**src/rtl/mix_columns_engine.sv**
```systemverilog
// Sequential AES MixColumns / InvMixColumns engine, COLS_PER_CYCLE columns per clock over valid/ready.
// Build option: define MIXCOL_INV_EN to synthesise the inverse path selected by in_inverse.
//
// state | meaning
// IDLE  | waiting for an input handshake; in_ready=1
// BUSY  | transforming one column group per clock in the working register
// DONE  | result presented; out_valid held until out_ready
module mix_columns_engine #(
   parameter int COLS_PER_CYCLE = 1
) (
   input  logic         clk,
   input  logic         rst_n,
   input  logic         in_valid,
   output logic         in_ready,
   input  logic [127:0] in_data,
   input  logic         in_inverse,
   output logic         out_valid,
   input  logic         out_ready,
   output logic [127:0] out_data
);

   localparam logic [1:0] IDLE = 2'd0;
   localparam logic [1:0] BUSY = 2'd1;
   localparam logic [1:0] DONE = 2'd2;

   localparam logic [1:0] STEP     = 2'(COLS_PER_CYCLE);
   localparam logic [1:0] LAST_CNT = 2'(4 - COLS_PER_CYCLE);
   // Group base is the column index with the in-group offset bits cleared.
   localparam logic [1:0] GRP_MASK = 2'(4 - COLS_PER_CYCLE);

   if (COLS_PER_CYCLE != 1 && COLS_PER_CYCLE != 2 && COLS_PER_CYCLE != 4) begin : g_bad_cols
      $error("mix_columns_engine: COLS_PER_CYCLE must be 1, 2 or 4");
   end

   function automatic logic [7:0] xtime(input logic [7:0] b);
      return {b[6:0], 1'b0} ^ (b[7] ? 8'h1b : 8'h00);
   endfunction

   function automatic logic [31:0] mix_fwd(input logic [31:0] col);
      logic [7:0] a0, a1, a2, a3;
      logic [7:0] r0, r1, r2, r3;
      a0 = col[31:24];
      a1 = col[23:16];
      a2 = col[15:8];
      a3 = col[7:0];
      r0 = xtime(a0) ^ xtime(a1) ^ a1 ^ a2 ^ a3;
      r1 = a0 ^ xtime(a1) ^ xtime(a2) ^ a2 ^ a3;
      r2 = a0 ^ a1 ^ xtime(a2) ^ xtime(a3) ^ a3;
      r3 = xtime(a0) ^ a0 ^ a1 ^ a2 ^ xtime(a3);
      return {r0, r1, r2, r3};
   endfunction

`ifdef MIXCOL_INV_EN
   // Multiples 9/B/D/E from the x2/x4/x8 chain of each byte.
   function automatic logic [31:0] mix_inv(input logic [31:0] col);
      logic [7:0] a  [4];
      logic [7:0] m9 [4];
      logic [7:0] mb [4];
      logic [7:0] md [4];
      logic [7:0] me [4];
      logic [7:0] x2, x4, x8;
      for (int i = 0; i < 4; i++) begin
         a[i]  = col[31 - 8*i -: 8];
         x2    = xtime(a[i]);
         x4    = xtime(x2);
         x8    = xtime(x4);
         m9[i] = x8 ^ a[i];
         mb[i] = x8 ^ x2 ^ a[i];
         md[i] = x8 ^ x4 ^ a[i];
         me[i] = x8 ^ x4 ^ x2;
      end
      return {me[0] ^ mb[1] ^ md[2] ^ m9[3],
              m9[0] ^ me[1] ^ mb[2] ^ md[3],
              md[0] ^ m9[1] ^ me[2] ^ mb[3],
              mb[0] ^ md[1] ^ m9[2] ^ me[3]};
   endfunction

   logic mode_inv;
`else
   logic unused_inverse;
   assign unused_inverse = in_inverse;
`endif

   logic [1:0]   state;
   logic [1:0]   cnt;
   logic [127:0] work;
   logic [127:0] work_next;
   logic [31:0]  col_in  [COLS_PER_CYCLE];
   logic [31:0]  col_out [COLS_PER_CYCLE];

   assign in_ready = (state == IDLE);

   always_comb begin
      for (int j = 0; j < COLS_PER_CYCLE; j++) begin
         col_in[j] = work[127 - 32*(int'(cnt) + j) -: 32];
`ifdef MIXCOL_INV_EN
         col_out[j] = mode_inv ? mix_inv(col_in[j]) : mix_fwd(col_in[j]);
`else
         col_out[j] = mix_fwd(col_in[j]);
`endif
      end
      work_next = work;
      for (int c = 0; c < 4; c++) begin
         if ((2'(c) & GRP_MASK) == cnt) begin
            work_next[127 - 32*c -: 32] = col_out[c % COLS_PER_CYCLE];
         end
      end
   end

   // Working register and mode carry no reset: contents are meaningless outside BUSY.
   always_ff @(posedge clk) begin
      if (state == IDLE && in_valid) begin
         work <= in_data;
`ifdef MIXCOL_INV_EN
         mode_inv <= in_inverse;
`endif
      end else if (state == BUSY) begin
         work <= work_next;
      end
   end

   always_ff @(posedge clk or negedge rst_n) begin
      if (!rst_n) begin
         state     <= IDLE;
         cnt       <= 2'd0;
         out_valid <= 1'b0;
         out_data  <= '0;
      end else begin
         case (state)
            IDLE: begin
               cnt <= 2'd0;
               if (in_valid) begin
                  state <= BUSY;
               end
            end
            BUSY: begin
               if (cnt == LAST_CNT) begin
                  state     <= DONE;
                  cnt       <= 2'd0;
                  out_valid <= 1'b1;
                  out_data  <= work_next;
               end else begin
                  cnt <= cnt + STEP;
               end
            end
            DONE: begin
               if (out_ready) begin
                  state     <= IDLE;
                  out_valid <= 1'b0;
               end
            end
            default: begin
               state     <= IDLE;
               cnt       <= 2'd0;
               out_valid <= 1'b0;
            end
         endcase
      end
   end

endmodule
```
**config.mk**
```make
export PLATFORM = sky130hd
export DESIGN_NAME = mix_columns_engine
export DESIGN_NICKNAME = d
export VERILOG_FILES = /design/src/rtl/mix_columns_engine.sv
export SDC_FILE = /design/constraint.sdc
export NUM_CORES = 1
export LEC_CHECK = 0
export ABC_AREA = 1
export CAP_MARGIN = 20
export CORE_MARGIN = 1
export CORE_UTILIZATION = 50
export CTS_BUF_LIST = sky130_fd_sc_hd__clkbuf_4
export DETAILED_ROUTE_END_ITERATION = 6
export PLACE_DENSITY = 0.8
export SLEW_MARGIN = 10
export SYNTH_ARGS = -nofsm -noshare
export SYNTH_HDL_FRONTEND = slang
export SYNTH_SLANG_ARGS = --single-unit
```
**constraint.sdc**
```tcl
create_clock -name clk -period 7.13 [get_ports clk]
set_input_delay 1.426 -clock clk [delete_from_list [all_inputs] [get_ports clk]]
set_output_delay 1.426 -clock clk [all_outputs]
set_load 0.1 [all_outputs]
```
==> results.py <==
metrics = {
    "floorplan": {
        "ioPinCount": 263,
        "rows": 64,
        "start_util_pct": 50.87,
        "die_h_um": 178.6,
        "core_area_mm2": 0.03067,
        "fp.dieW_um": 178.6,
        "die_area_mm2": 0.03191,
    },
    "hold_path": {
        "whs_path_depth": 2,
        "min_to": "out_data[94]",
        "hold_start": "out_data[94]",
        "hold_class": "reg2reg",
    },
    "drt": {
        "vias": 16360,
        "viasPerCell": 5.685,
        "dr.pass1.iters": 6,
        "finalWirelength_mm": 56.61,
        "wl_per_cell_um": 19.67,
        "route.detailed.drc": 0,
        "detail-route-antenna-nets": 0,
        "detail_route.iter0.violations": 2061,
    },
    "place": {
        "port_buffers": 261,
        "gp_congestion": 0.9587,
        "hpwl_mm": 38.94,
    },
    "critical_path": {
        "crit_path_cell_trace": "buf_4 -> ha_2 -> inv_1 -> buf_4 -> nor2_4 -> buf_4 -> nand3_1 -> nand2_1",
        "crit_type": "reg2reg",
        "slowest_delay_ps": 970,
        "required_ps": 7730,
        "worst-path-max-fanout": 77,
        "rr_worst_depth": 8,
        "startpoint_type": "flip-flop",
        "path_common_cell": "buf_4",
        "r2r_slack_ps": 2960,
        "reg2reg_from": "cnt[1]",
        "worst_setup_path_end_kind": "flip-flop",
        "critPathSlowestCell": "ha_2",
        "crit_arrival_ps": 4770,
        "r2r_end": "out_data[27]",
    },
    "clock_network": {
        "cts_tree": "yes",
        "cts_root_buf": "clkbuf_4",
        "ctsResizeCount": 0,
        "cts_inserted_buffers": 72,
        "clock_latency_ps": 720,
        "cts_setup_buffers": 0,
        "ctsHoldBuffers": 0,
        "cts.reportedPaths.clkPinSlew_ps": 80,
        "cts_buffer_depth": 3,
        "clkSinkCount": 261,
        "h-tree-depth": 3,
    },
    "sta": {
        "period_minus_slack_ps": 4168,
        "tightest_slew_ps": 1057,
        "relSlewSlack_pct": 29.33,
        "setup_viol_count_final": 0,
        "final-hold-violation-count": 0,
        "fmax_mhz": 239.9,
        "slew_violations": 0,
        "finalCritPeriodShare_pct": 58.45,
        "rsz0062_at_grt": "no",
        "skew_ps": 66.68,
        "fin_tns_setup_ps": 0,
    },
    "logic_synthesis": {
        "ys.flop_type": "dfrtp_1",
        "synth.distinct_cells": 32,
        "async_flop_share_pct": 50.96,
        "syn_area_mm2": 0.01560,
        "synth_top_area_share_pct": 26.54,
        "netlist_top_cells_area": "nand2_1 (27%), edfxtp_1 (25%), dfrtp_1 (21%), nand3_1 (13%), or2_2 (3.8%)",
        "synthCells": 2182,
        "synth-seq-cells": 261,
        "yosysTopAreaCell": "nand2_1",
        "ys_seq_area_share_pct": 45.97,
        "synth_edf_count": 128,
        "synth.net_count": 2319,
        "yosys_warnings": 0,
        "avgSynthCellArea_um2": 7.150,
    },
    "finish": {
        "final_nets": 2560,
        "drive_gt1_share_pct": 11.73,
        "n_fill_cell": 2756,
        "area_delta_synth_final_pct": 23.27,
    },
    "grt": {
        "grt_pass1_vias": 15215,
        "antenna_found_initial": 1,
        "grtUsageTotal_pct": 35.56,
        "gr-max-usage-layer": "met2",
        "grt_max_degree": 95,
        "grt_pass1_wl_mm": 85.22,
        "met2_usage_pct": 52.58,
        "grt-ovfl-total": 0,
        "grtUsageMet3_pct": 9.250,
        "grt_use_met1_pct": 50.32,
    },
    "outcome": {
        "status": "completed",
    },
    "job": {
        "cap_viol_max_count": 0,
    },
}
worst max-delay path by stage:
stage / start / endpoint / depth (start not counted)
2_1_floorplan: state[1] / work[0] / 5
3_3_place_gp: in_valid / work[28] / 7
3_5_place_dp: in_valid / work[28] / 7
4_1_cts: state[1] / in_ready / 2
5_1_grt: cnt[1] / out_data[27] / 8
6_report: cnt[1] / out_data[27] / 8
stage by stage:
step | instances | hold WS [ps] | util (%) | worst slack (ps) | area, um^2
2_1_floorplan | 2182 | 538.4 | - | 1374 | 15600
3_3_place_gp | 2745 | 461.0 | 59.74 | 2795 | 18320
3_5_place_dp | 2745 | 464.9 | 59.74 | 2773 | 18320
4_1_cts | 2877 | 482.3 | 62.70 | 3069 | 19230
5_1_grt | 2878 | 495.8 | 62.70 | 2830 | 19230
6_report | 2878 | 480.2 | 62.70 | 2962 | 19230
flip-flops by register name (all words and copies together) (netlist names):
name / flops
out_data: 128
work: 128
cnt: 2
state: 2
out_valid: 1
final cells by class:
type,instances,area (um^2),share of cell area (%)
clock buffers,98,735.7,3.826
repair buffers,275,2731,14.20
clock inverters,34,171.4,0.8913
well taps,396,495.5,2.576
multi-input cells,1763,7719,40.14
flip-flops and latches,261,7173,37.30
diodes,1,2.502,0.01301
inverters,50,202.7,1.054
per-layer routing:
| metal | up-vias | share of wire [%] |
|---|---|---|
| li1 | 7596 | - |
| met1 | 7590 | 41 |
| met2 | 1034 | 44 |
| met3 | 140 | 12 |
| met4 | 0 | 2.9 |
| met5 | - | 0 |
cells in the mapped netlist, drive strengths merged, types with 4 or more instances:
library cell / number
nand2: 1145
xnor2: 4
edfxtp: 128
nor2: 36
nand3b: 4
nand3: 405
a21oi: 43
dfrtp: 133
buf: 54
inv: 50
or2: 95
clkbuf: 54
ha: 4
o21ai: 23
cell usage in the layout, fill, tap and decap left out, types with 2 or more instances in the layout:
cell type / netlist / layout
clkinvlp_4: 0 / 2
nand2_4: 1 / 3
nand2_2: 41 / 41
clkinv_1: 0 / 20
clkbuf_4: 0 / 98
clkinv_2: 0 / 8
nor2_1: 35 / 35
or2_2: 95 / 95
ha_2: 0 / 3
inv_4: 1 / 3
nand2_1: 1103 / 1101
o21ai_1: 5 / 5
xnor2_1: 4 / 4
inv_1: 39 / 39
dfrtp_1: 133 / 132
nand3_2: 5 / 5
clkdlybuf4s50_1: 0 / 260
a21oi_1: 40 / 40
nand3b_1: 3 / 3
o21ai_0: 18 / 18
nand3_1: 400 / 400
edfxtp_1: 128 / 128
buf_4: 5 / 13
inv_2: 9 / 10
a21oi_2: 3 / 3
cell families after synthesis:
kind of cell               Yosys count  share of synthesized area [%]
buffers and inverters              158                          4.732
and+or+nand+nor                   1686                          46.41
adders and majority gates            4                         0.3208
AOI/OAI and AO/OA                   68                          2.286
DFF                                261                          45.97
xor gates and xnor gates             5                         0.2807
critical path: cells and delay by family, from the launching register on:
kind	cells	cell delay (ps)
fa+ha+maj	1	970
simple gates	3	710
buf+inv	4	2000
flops	1	330
Power is not shown: default switching activity piles up to over one toggle a cycle in this logic, so the estimate is an artifact.
